===== config.mk =====
export PLATFORM = sky130hd
export DESIGN_NAME = main_control_fsm
export DESIGN_NICKNAME = d
export VERILOG_FILES = /design/src/rtl/main_control_fsm.sv
export SDC_FILE = /design/constraint.sdc
export NUM_CORES = 1
export LEC_CHECK = 0
export CAP_MARGIN = 20
export CORE_UTILIZATION = 33
export CTS_CLUSTER_DIAMETER = 80
export DETAILED_ROUTE_END_ITERATION = 10
export GPL_TIMING_DRIVEN = 0
export HOLD_SLACK_MARGIN = 0.08
export PLACE_DENSITY = 0.82
export REMOVE_ABC_BUFFERS = 1
export SLEW_MARGIN = 20
export SYNTH_ARGS = -nofsm -noshare
export SYNTH_HDL_FRONTEND = slang
export SYNTH_SLANG_ARGS = --single-unit

===== constraint.sdc =====
create_clock -name clk -period 1.26 [get_ports clk]
set_input_delay 0.126 -clock clk [delete_from_list [all_inputs] [get_ports clk]]
set_output_delay 0.126 -clock clk [all_outputs]
set_load 0.005 [all_outputs]

===== src/rtl/main_control_fsm.sv =====
// main_control_fsm: multicycle control unit for lw/sw/R-type/beq.
// Moore control word per state; ir_write/pc_write follow mem_ready in FETCH.
module main_control_fsm (
    input  logic       clk,
    input  logic       rst_n,
    input  logic [6:0] opcode,
    input  logic       mem_ready,
    output logic       pc_write,
    output logic       pc_write_cond,
    output logic       pc_source,
    output logic       i_or_d,
    output logic       mem_read,
    output logic       mem_write,
    output logic       ir_write,
    output logic       mem_to_reg,
    output logic       reg_write,
    output logic       alu_src_a,
    output logic [1:0] alu_src_b,
    output logic [1:0] ALUOp,
    output logic       illegal_op,
    output logic [3:0] state
);

    typedef enum logic [3:0] {
        FETCH   = 4'd0,
        DECODE  = 4'd1,
        MEMADR  = 4'd2,
        MEMRD   = 4'd3,
        MEMWB   = 4'd4,
        MEMWR   = 4'd5,
        EXEC    = 4'd6,
        ALUWB   = 4'd7,
        BRANCH  = 4'd8,
        ILLEGAL = 4'd9
    } state_t;

    localparam logic [6:0] OP_LW  = 7'b0000011;
    localparam logic [6:0] OP_SW  = 7'b0100011;
    localparam logic [6:0] OP_R   = 7'b0110011;
    localparam logic [6:0] OP_BEQ = 7'b1100011;

    state_t state_q;
    state_t state_d;
    logic   illegal_q;
    logic   fetch_done;
    logic   is_lw;
    logic   is_sw;
    logic   is_r;
    logic   is_beq;

    assign is_lw  = (opcode == OP_LW);
    assign is_sw  = (opcode == OP_SW);
    assign is_r   = (opcode == OP_R);
    assign is_beq = (opcode == OP_BEQ);

    // State register and sticky illegal flag; reset clears both at once.
    always_ff @(posedge clk or negedge rst_n) begin
        if (!rst_n) begin
            state_q   <= FETCH;
            illegal_q <= 1'b0;
        end else begin
            state_q <= state_d;
            if (state_d == ILLEGAL)
                illegal_q <= 1'b1;
        end
    end

    // Next-state and per-state control word; unused codes fall to FETCH.
    always_comb begin
        state_d       = FETCH;
        fetch_done    = 1'b0;
        pc_write_cond = 1'b0;
        pc_source     = 1'b0;
        i_or_d        = 1'b0;
        mem_read      = 1'b0;
        mem_write     = 1'b0;
        mem_to_reg    = 1'b0;
        reg_write     = 1'b0;
        alu_src_a     = 1'b0;
        alu_src_b     = 2'b00;
        ALUOp         = 2'b00;
        unique case (state_q)
            FETCH: begin
                mem_read   = 1'b1;
                alu_src_b  = 2'b01;
                fetch_done = mem_ready;
                state_d    = mem_ready ? DECODE : FETCH;
            end
            DECODE: begin
                alu_src_b = 2'b10;
                unique case (1'b1)
                    is_lw, is_sw: state_d = MEMADR;
                    is_r:         state_d = EXEC;
                    is_beq:       state_d = BRANCH;
                    default:      state_d = ILLEGAL;
                endcase
            end
            MEMADR: begin
                alu_src_a = 1'b1;
                alu_src_b = 2'b10;
                unique case (1'b1)
                    is_lw:   state_d = MEMRD;
                    is_sw:   state_d = MEMWR;
                    default: state_d = ILLEGAL;
                endcase
            end
            MEMRD: begin
                mem_read = 1'b1;
                i_or_d   = 1'b1;
                state_d  = mem_ready ? MEMWB : MEMRD;
            end
            MEMWB: begin
                reg_write  = 1'b1;
                mem_to_reg = 1'b1;
                state_d    = FETCH;
            end
            MEMWR: begin
                mem_write = 1'b1;
                i_or_d    = 1'b1;
                state_d   = mem_ready ? FETCH : MEMWR;
            end
            EXEC: begin
                alu_src_a = 1'b1;
                ALUOp     = 2'b10;
                state_d   = ALUWB;
            end
            ALUWB: begin
                reg_write = 1'b1;
                state_d   = FETCH;
            end
            BRANCH: begin
                alu_src_a     = 1'b1;
                ALUOp         = 2'b01;
                pc_write_cond = 1'b1;
                pc_source     = 1'b1;
                state_d       = FETCH;
            end
            ILLEGAL: begin
                state_d = ILLEGAL;
            end
            default: begin
                state_d = FETCH;
            end
        endcase
    end

    // FETCH sits in reset, so gate the Mealy strobes with rst_n.
    assign ir_write   = fetch_done & rst_n;
    assign pc_write   = fetch_done & rst_n;
    assign illegal_op = illegal_q;
    assign state      = state_q;

endmodule

==> results of run 1 <==
-- cells by family after synthesis --
group | after synthesis | share of synthesized area [%]
and+or+nand+nor | 37 | 39.85
AOI/OAI and AO/OA | 14 | 20.30
DFF | 5 | 24.75
xor gates and xnor gates | 1 | 1.733
buffers and inverters | 9 | 8.908
muxes | 2 | 4.455
-- metrics by stage --
step	worst slack [ns]	std cells	instance area (µm²)	setup TNS [ns]
floorplan	-0.1645	62	471.7	-0.4702
global placement	-0.6327	105	770.7	-7.242
detailed placement	-0.5993	105	770.7	-7.607
CTS	-0.2600	142	1150	-2.572
-- what timing repair did --
| action | CTS |
|---|---|
| cloned | 0 |
| buffers inserted | 33 |
| resized for setup | 109 |
| setup endpoints to repair | 23 |
| pin swaps | 12 |
==> flow_metrics.env, run 1 <==
export IMPL_haltStage="global routing"
export IMPL_worst_endpoint="ALUOp[0]"
export IMPL_die_y_um=41.14
export IMPL_row_count=13
export IMPL_status="stopped before the end"
export IMPL_synth_top_area_share_pct=24.75
export IMPL_tool_error="[ERROR DPL-0038] Utilization greater than 100%, impossible to legalize"
export IMPL_synthArstFlopShare_pct=100.0
export IMPL_cts_root_buf="clkbuf_4"
export IMPL_seq_area_frac_synth_pct=24.75
export IMPL_die_w_um=41.14
export IMPL_synth_ff_latch_count=5
export IMPL_syn_area_um2=505.5
export IMPL_cts_sinks=5
export IMPL_cts_made_buffers=3
export IMPL_postSynthCellCount=68
export IMPL_synth_common_cells="10 x nor2_1, 6 x nand2_1, 5 x dfrtp_1, 4 x nand2b_1, 4 x o21ai_0"
export IMPL_grt_max_degree=7
export IMPL_hold_buffers=0
export IMPL_worstEndpointType="top-level output"
export IMPL_cts_buffer_depth=2
export IMPL_syn_area_per_cell_um2=7.434
export IMPL_dp_hpwl_um=955.5
export IMPL_gp_congestion=0.7995
export IMPL_yosys_area_top_type="dfrtp_1"
export IMPL_ys_warnings_count=0
export IMPL_floorplan_initialDensity_pct=37.00
export IMPL_yosysMostFrequentCell="nor2_1"
export IMPL_synth_flop_cell="dfrtp_1"
export IMPL_pin_count=29
export IMPL_netlist_top_cells_area="dfrtp_1 25%, nor2_1 7.4%, nand2b_1 5.0%"
export IMPL_cts_max_level=1
export IMPL_ys_types=30
export IMPL_port_buffer_count=28
export IMPL_synth_edff_count=0
==> run 2, diff against run 1 <==
--- a/config.mk
+++ b/config.mk
@@ -6,12 +6,11 @@
 export NUM_CORES = 1
 export LEC_CHECK = 0
 export CAP_MARGIN = 20
-export CORE_UTILIZATION = 33
-export CTS_CLUSTER_DIAMETER = 80
+export CORE_AREA = 2 2 63 65
 export DETAILED_ROUTE_END_ITERATION = 10
+export DIE_AREA = 0 0 65 67
 export GPL_TIMING_DRIVEN = 0
-export HOLD_SLACK_MARGIN = 0.08
-export PLACE_DENSITY = 0.82
+export PLACE_DENSITY_LB_ADDON = 0.15
 export REMOVE_ABC_BUFFERS = 1
 export SLEW_MARGIN = 20
 export SYNTH_ARGS = -nofsm -noshare
==> constraint.sdc (replaced) <==
create_clock -name clk -period 1.6 [get_ports clk]
set_input_delay 0.16 -clock clk [delete_from_list [all_inputs] [get_ports clk]]
set_output_delay 0.16 -clock clk [all_outputs]
set_load 0.005 [all_outputs]
==> run 2 against run 1 <==
Effect of this change:
- the flow now finishes without violations
- area after synthesis did not move
- synthesized cell count unchanged
==> flow_metrics.env, run 2 <==
export IMPL_die_w_um=65
export IMPL_nets=129
export IMPL_drtAntennaViolNets=0
export IMPL_cts_buffer_depth=2
export IMPL_drt_iter0_markers=34
export IMPL_ys_warnings_count=0
export IMPL_grt_pass1_vias=671
export IMPL_yosys_area_top_type="dfrtp_1"
export IMPL_min_path_type="in2async"
export IMPL_grt_ovfl_total=0
export IMPL_yosysMostFrequentCell="nor2_1"
export IMPL_worst_path_max_delay_cell="dfrtp_2"
export IMPL_cts_root_buf="clkbuf_8"
export IMPL_synth_ff_latch_count=5
export IMPL_finalCritPeriodShare_pct=97.55
export IMPL_max_cap_violations=0
export IMPL_vias=691
export IMPL_layout_commonest_cell="buf_4"
export IMPL_cp_data_required_time_ns=1.44
export IMPL_dp_hpwl_um=1179
export IMPL_synth_top_area_share_pct=24.75
export IMPL_insertion_delay_ns=0.22
export IMPL_grt_pass1_wl_um=3243
export IMPL_synth_flop_cell="dfrtp_1"
export IMPL_critPathKind="reg2out"
export IMPL_wl_per_cell_um=11.80
export IMPL_start_kind="flip-flop"
export IMPL_setup_viol=0
export IMPL_cts_max_level=1
export IMPL_die_y_um=67
export IMPL_postSynthCellCount=68
export IMPL_hold_buffers=0
export IMPL_setup_slack_ns=0.03918
export IMPL_fin_area_mm2=0.001119
export IMPL_rsz0062_at_grt="true"
export IMPL_critical_path_arrival_ns=1.40
export IMPL_synthArstFlopShare_pct=100.0
export IMPL_finalSetupTns_ns=0
export IMPL_vias_per_cell=4.163
export IMPL_post_place_ws_ns=-0.3404
export IMPL_n_antenna_cell=0
export IMPL_netlist_top_cells_area="dfrtp_1 25%, nor2_1 7.4%, nand2b_1 5.0%"
export IMPL_final_layout_size_suffix_gt1_share_pct=45.76
export IMPL_cts_sinks=5
export IMPL_period_needed_ns=1.561
export IMPL_tightest_slew_ns=0.2864
export IMPL_cp_max_fo=4
export IMPL_largest_reg_flops=4
export IMPL_drc=0
export IMPL_slowest_delay_ns=0.43
export IMPL_syn_area_per_cell_um2=7.434
export IMPL_rr_endpoint="state[2]$_DFF_PN0_"
export IMPL_pin_count=29
export IMPL_r2r_worst_path_cells=6
export IMPL_floorplan_initialDensity_pct=14.02
export IMPL_row_count=22
export IMPL_layout_common_cells="21 x buf_4, 14 x clkdlybuf4s50_1, 9 x nor2_1"
export IMPL_critPathMostFrequentCell="buf_4"
export IMPL_power_leakage_nw=0.5194
export IMPL_cts_tree="built"
export IMPL_die_area_mm2=0.004355
export IMPL_antenna_found_initial=0
export IMPL_fin_util_pct=31.02
export IMPL_synthToLayoutAreaGrowth_pct=121.3
export IMPL_slew_headroom_pct=80.85
export IMPL_ys_types=30
export IMPL_crit_end="mem_to_reg"
export IMPL_slew_violations=0
export IMPL_finClkSkew_ns=0.0007405
export IMPL_port_buffer_count=28
export IMPL_status="finished, final reports clean"
export IMPL_seq_area_frac_synth_pct=24.75
export IMPL_cp_end_kind="output port"
export IMPL_worstReg2RegStart="state[1]$_DFF_PN0_"
export IMPL_placed_area_um2=812.0
export IMPL_gp_congestion=0.7691
export IMPL_powerDensity_mw_per_mm2=1247
export IMPL_startpoint="state[3]$_DFF_PN0_"
export IMPL_cp_cell_sequence="clkinvlp_4, buf_4, buf_4, nand2_4, nor3_1, dlygate4sd2_1"
export IMPL_syn_area_um2=505.5
export IMPL_ir_worst_vdd_mv=0.4556
export IMPL_clock_fmax_mhz=640.7
export IMPL_hold_viol_final=0
export IMPL_track_usage_pct=9.580
export IMPL_core_area_mm2=0.003606
export IMPL_firstDrtPassIters=4
export IMPL_synth_common_cells="10 x nor2_1, 6 x nand2_1, 5 x dfrtp_1, 4 x nand2b_1, 4 x o21ai_0"
export IMPL_clk_pin_slew_ns=0.03
export IMPL_synth_edff_count=0
export IMPL_cts_made_buffers=3
export IMPL_grt_max_degree=16
export IMPL_drt_total_wl_um=1958
export IMPL_r2r_slack_ns=0.10
export IMPL_finalPower_mw=1.395
==> run 2: kinds of logic after synthesis <==
group                  Yosys count  share of synthesized area, %
multiplexers                     2                         4.455
AO/OA/AOI/OAI                   14                         20.30
flip-flops                       5                         24.75
buffers and inverters            9                         8.908
AND/OR/NAND/NOR                 37                         39.85
XOR/XNOR                         1                         1.733
==> run 2: worst min path at each step <==
stage / start / end / slack, ns / depth (start not counted)
floorplan: rst_n / illegal_op$_DFFE_PN0N_ / -0.14 / 0
global placement: rst_n / illegal_op$_DFFE_PN0N_ / 0.42 / 1
detailed placement: rst_n / illegal_op$_DFFE_PN0N_ / 0.42 / 1
CTS: rst_n / illegal_op$_DFFE_PN0N_ / 0.18 / 1
global route: rst_n / illegal_op$_DFFE_PN0N_ / 0.21 / 1
finish: rst_n / illegal_op$_DFFE_PN0N_ / 0.19 / 1
==> run 2: area by class of cell <==
class | instances | area [µm²]
clock buffers | 4 | 45.04
multi-input cells | 54 | 419.2
inverters | 3 | 15.01
well taps | 48 | 60.06
repair buffers | 52 | 449.2
flip-flops and latches | 5 | 130.1
fillers | 389 | 2487
==> run 2: layer usage <==
layer / track usage [%] / wire (µm) / vias up / share of wire, %
met5: 0 / 0 / - / 0
met4: 2.394 / 0 / 0 / 0
met3: 2.534 / 103 / 0 / 5.3
met2: 14.82 / 944 / 21 / 48
met1: 13.10 / 910 / 330 / 46
li1: - / - / 340 / -
==> run 2: per-stage QoR <==
step / cells / hold WS [ns]
floorplan: 62 / -0.1356
global placement: 138 / 0.4160
detailed placement: 138 / 0.4165
CTS: 160 / 0.1802
global route: 166 / 0.2063
finish: 166 / 0.1904
==> run 2: what timing repair did <==
| action | in CTS | in global routing |
|---|---|---|
| setup endpoints to repair | 19 | 8 |
| setup buffers | 18 | 6 |
| pin swaps | 3 | 2 |
| resized for setup | 39 | 15 |
==> run 2: worst max-delay path, delay by kind of cell, from the launching register on <==
family | cells | cell delay, ns
buffers and inverters | 4 | 0.58
DFF | 1 | 0.43
and+or+nand+nor | 2 | 0.17
==> run 2: where the power goes <==
part           total, mW  switching, mW  internal, mW
Clock              0.231         0.0601         0.171
Combinational      0.969          0.408         0.561
Sequential         0.194         0.0357         0.159
Total               1.39          0.504         0.891
Power figures use the tool's default switching activity.
==> run 3, diff against run 2 <==
--- a/config.mk
+++ b/config.mk
@@ -6,6 +6,8 @@
 export NUM_CORES = 1
 export LEC_CHECK = 0
 export CAP_MARGIN = 20
+export CELL_PAD_IN_SITES_DETAIL_PLACEMENT = 2
+export CELL_PAD_IN_SITES_GLOBAL_PLACEMENT = 2
 export CORE_AREA = 2 2 63 65
 export DETAILED_ROUTE_END_ITERATION = 10
 export DIE_AREA = 0 0 65 67
==> run 3 against run 2 <==
Effect of this change:
- die area stayed put
- setup slack worse by 0.021 ns
- power fell by 6.0%
- non-clock buffer count fell by 8
- wire length grew 11%
- sequential power is 12% higher
- final cell count down 4.8%
- hold slack got worse by 0.0013 ns
- first-iteration DRC count decreased by 68%
- flip-flop and latch count is the same
- cell area is 2.9% lower
==> flow_metrics.env, run 3 (same netlist as run 2, synthesis figures left out) <==
export IMPL_status="finished, final reports clean"
export IMPL_dp_hpwl_um=1386
export IMPL_vias=662
export IMPL_nets=121
export IMPL_cts_root_buf="clkbuf_8"
export IMPL_antenna_found_initial=0
export IMPL_clock_fmax_mhz=632.0
export IMPL_grt_pass1_vias=671
export IMPL_worst_path_max_delay_cell="dfrtp_2"
export IMPL_period_needed_ns=1.582
export IMPL_port_buffer_count=28
export IMPL_gp_congestion=0.7046
export IMPL_row_count=22
export IMPL_insertion_delay_ns=0.22
export IMPL_holdWs_ns=0.1892
export IMPL_fin_cells=158
export IMPL_rsz0062_at_grt="true"
export IMPL_firstDrtPassIters=3
export IMPL_final_layout_size_suffix_gt1_share_pct=41.82
export IMPL_min_path_type="in2async"
export IMPL_critical_path_arrival_ns=1.42
export IMPL_cts_sinks=5
export IMPL_placed_area_um2=812.0
export IMPL_die_y_um=67
export IMPL_vias_per_cell=4.190
export IMPL_drt_total_wl_um=2172
export IMPL_cts_made_buffers=3
export IMPL_die_area_mm2=0.004355
export IMPL_grt_pass1_wl_um=3291
export IMPL_slew_headroom_pct=76.06
export IMPL_cts_buffer_depth=2
export IMPL_clk_pin_slew_ns=0.04
export IMPL_finClkSkew_ns=0.002319
export IMPL_cp_end_kind="output port"
export IMPL_power_leakage_nw=0.5059
export IMPL_setup_slack_ns=0.01780
export IMPL_hold_viol_final=0
export IMPL_slowest_delay_ns=0.43
export IMPL_cts_max_level=1
export IMPL_start_kind="flip-flop"
export IMPL_grt_max_degree=10
export IMPL_n_antenna_cell=0
export IMPL_track_usage_pct=9.879
export IMPL_max_cap_violations=0
export IMPL_ir_worst_vdd_mv=1.086
export IMPL_layout_common_cells="12 x clkdlybuf4s50_1, 12 x buf_4, 9 x nor2_1"
export IMPL_grt_ovfl_total=0
export IMPL_cp_max_fo=3
export IMPL_cp_data_required_time_ns=1.44
export IMPL_die_w_um=65
export IMPL_core_area_mm2=0.003606
export IMPL_drt_iter0_markers=11
export IMPL_pin_count=29
export IMPL_wl_per_cell_um=13.75
export IMPL_dp_cells=138
export IMPL_setup_viol=0
export IMPL_hold_buffers=0
export IMPL_post_place_ws_ns=-0.3860
export IMPL_cp_cell_sequence="or2_4, nor3_4, and3_4, buf_6"
export IMPL_floorplan_initialDensity_pct=14.02
export IMPL_synthToLayoutAreaGrowth_pct=114.9
export IMPL_powerDensity_mw_per_mm2=1207
export IMPL_critPathKind="reg2out"
export IMPL_fin_area_mm2=0.001086
export IMPL_largest_reg_flops=4
export IMPL_fin_util_pct=30.12
export IMPL_slew_violations=0
export IMPL_drtAntennaViolNets=0
export IMPL_tightest_slew_ns=0.3582
export IMPL_finalCritPeriodShare_pct=98.89
export IMPL_drc=0
export IMPL_cts_tree="built"
-- run 3: through the flow --
| step | TNS (ns) | power [mW] |
|---|---|---|
| 4_1_cts | -0.5173 | 1.202 |
| 5_1_grt | -0.09988 | 1.412 |
| 2_1_floorplan | 0 | 0.4570 |
| 6_report | 0 | 1.311 |
| 3_3_place_gp | -3.135 | 0.7841 |
| 3_5_place_dp | -3.339 | 0.7885 |
-- run 3: per-layer routing --
metal  global-route usage, %  share of wire (%)
met4                  0.7979                  0
met5                       0                  0
met1                   11.84                 40
met3                   2.027                4.1
met2                   18.69                 56
-- run 3: worst paths after layout --
path / to / start / slack (ns) / depth (start not counted)
max: ir_write / state[3]$_DFF_PN0_ / 0.02 / 4
min reg2reg: illegal_op$_DFFE_PN0N_ / illegal_op$_DFFE_PN0N_ / 0.47 / 1
min: state[1]$_DFF_PN0_ / rst_n / 0.19 / 1
max in group asynchronous: state[0]$_DFF_PN0_ / rst_n / 1.17 / 1
max reg2reg: illegal_op$_DFFE_PN0N_ / state[2]$_DFF_PN0_ / 0.09 / 7
min in group clk: state[2]$_DFF_PN0_ / opcode[5] / 0.37 / 3
-- run 3: critical path, delay by kind of cell (launching register included) --
family	cells	cell delay (ns)
DFF	1	0.43
buffers and inverters	1	0.09
and+or+nand+nor	3	0.68
-- run 3: power by group --
group,switching [mW],internal (mW),leakage [nW],total (mW)
clock network,0.0560,0.171,0.0228,0.226
registers,0.0587,0.159,0.0533,0.217
logic,0.381,0.486,0.430,0.867
total,0.495,0.815,0.506,1.31
-- run 3: layout make-up --
class,instances,area (µm²)
clock buffers,4,45.04
fillers,420,2520
inverters,3,13.76
multi-input cells,54,420.4
flip-flops and latches,5,130.1
well taps,48,60.06
repair buffers,44,416.7
-- run 3: timing repair --
| action | 4_1_cts | 5_1_grt |
|---|---|---|
| pin swaps | 2 | 2 |
| endpoints found under the setup margin | 20 | 10 |
| setup buffers | 14 | 2 |
| resized for setup | 30 | 26 |
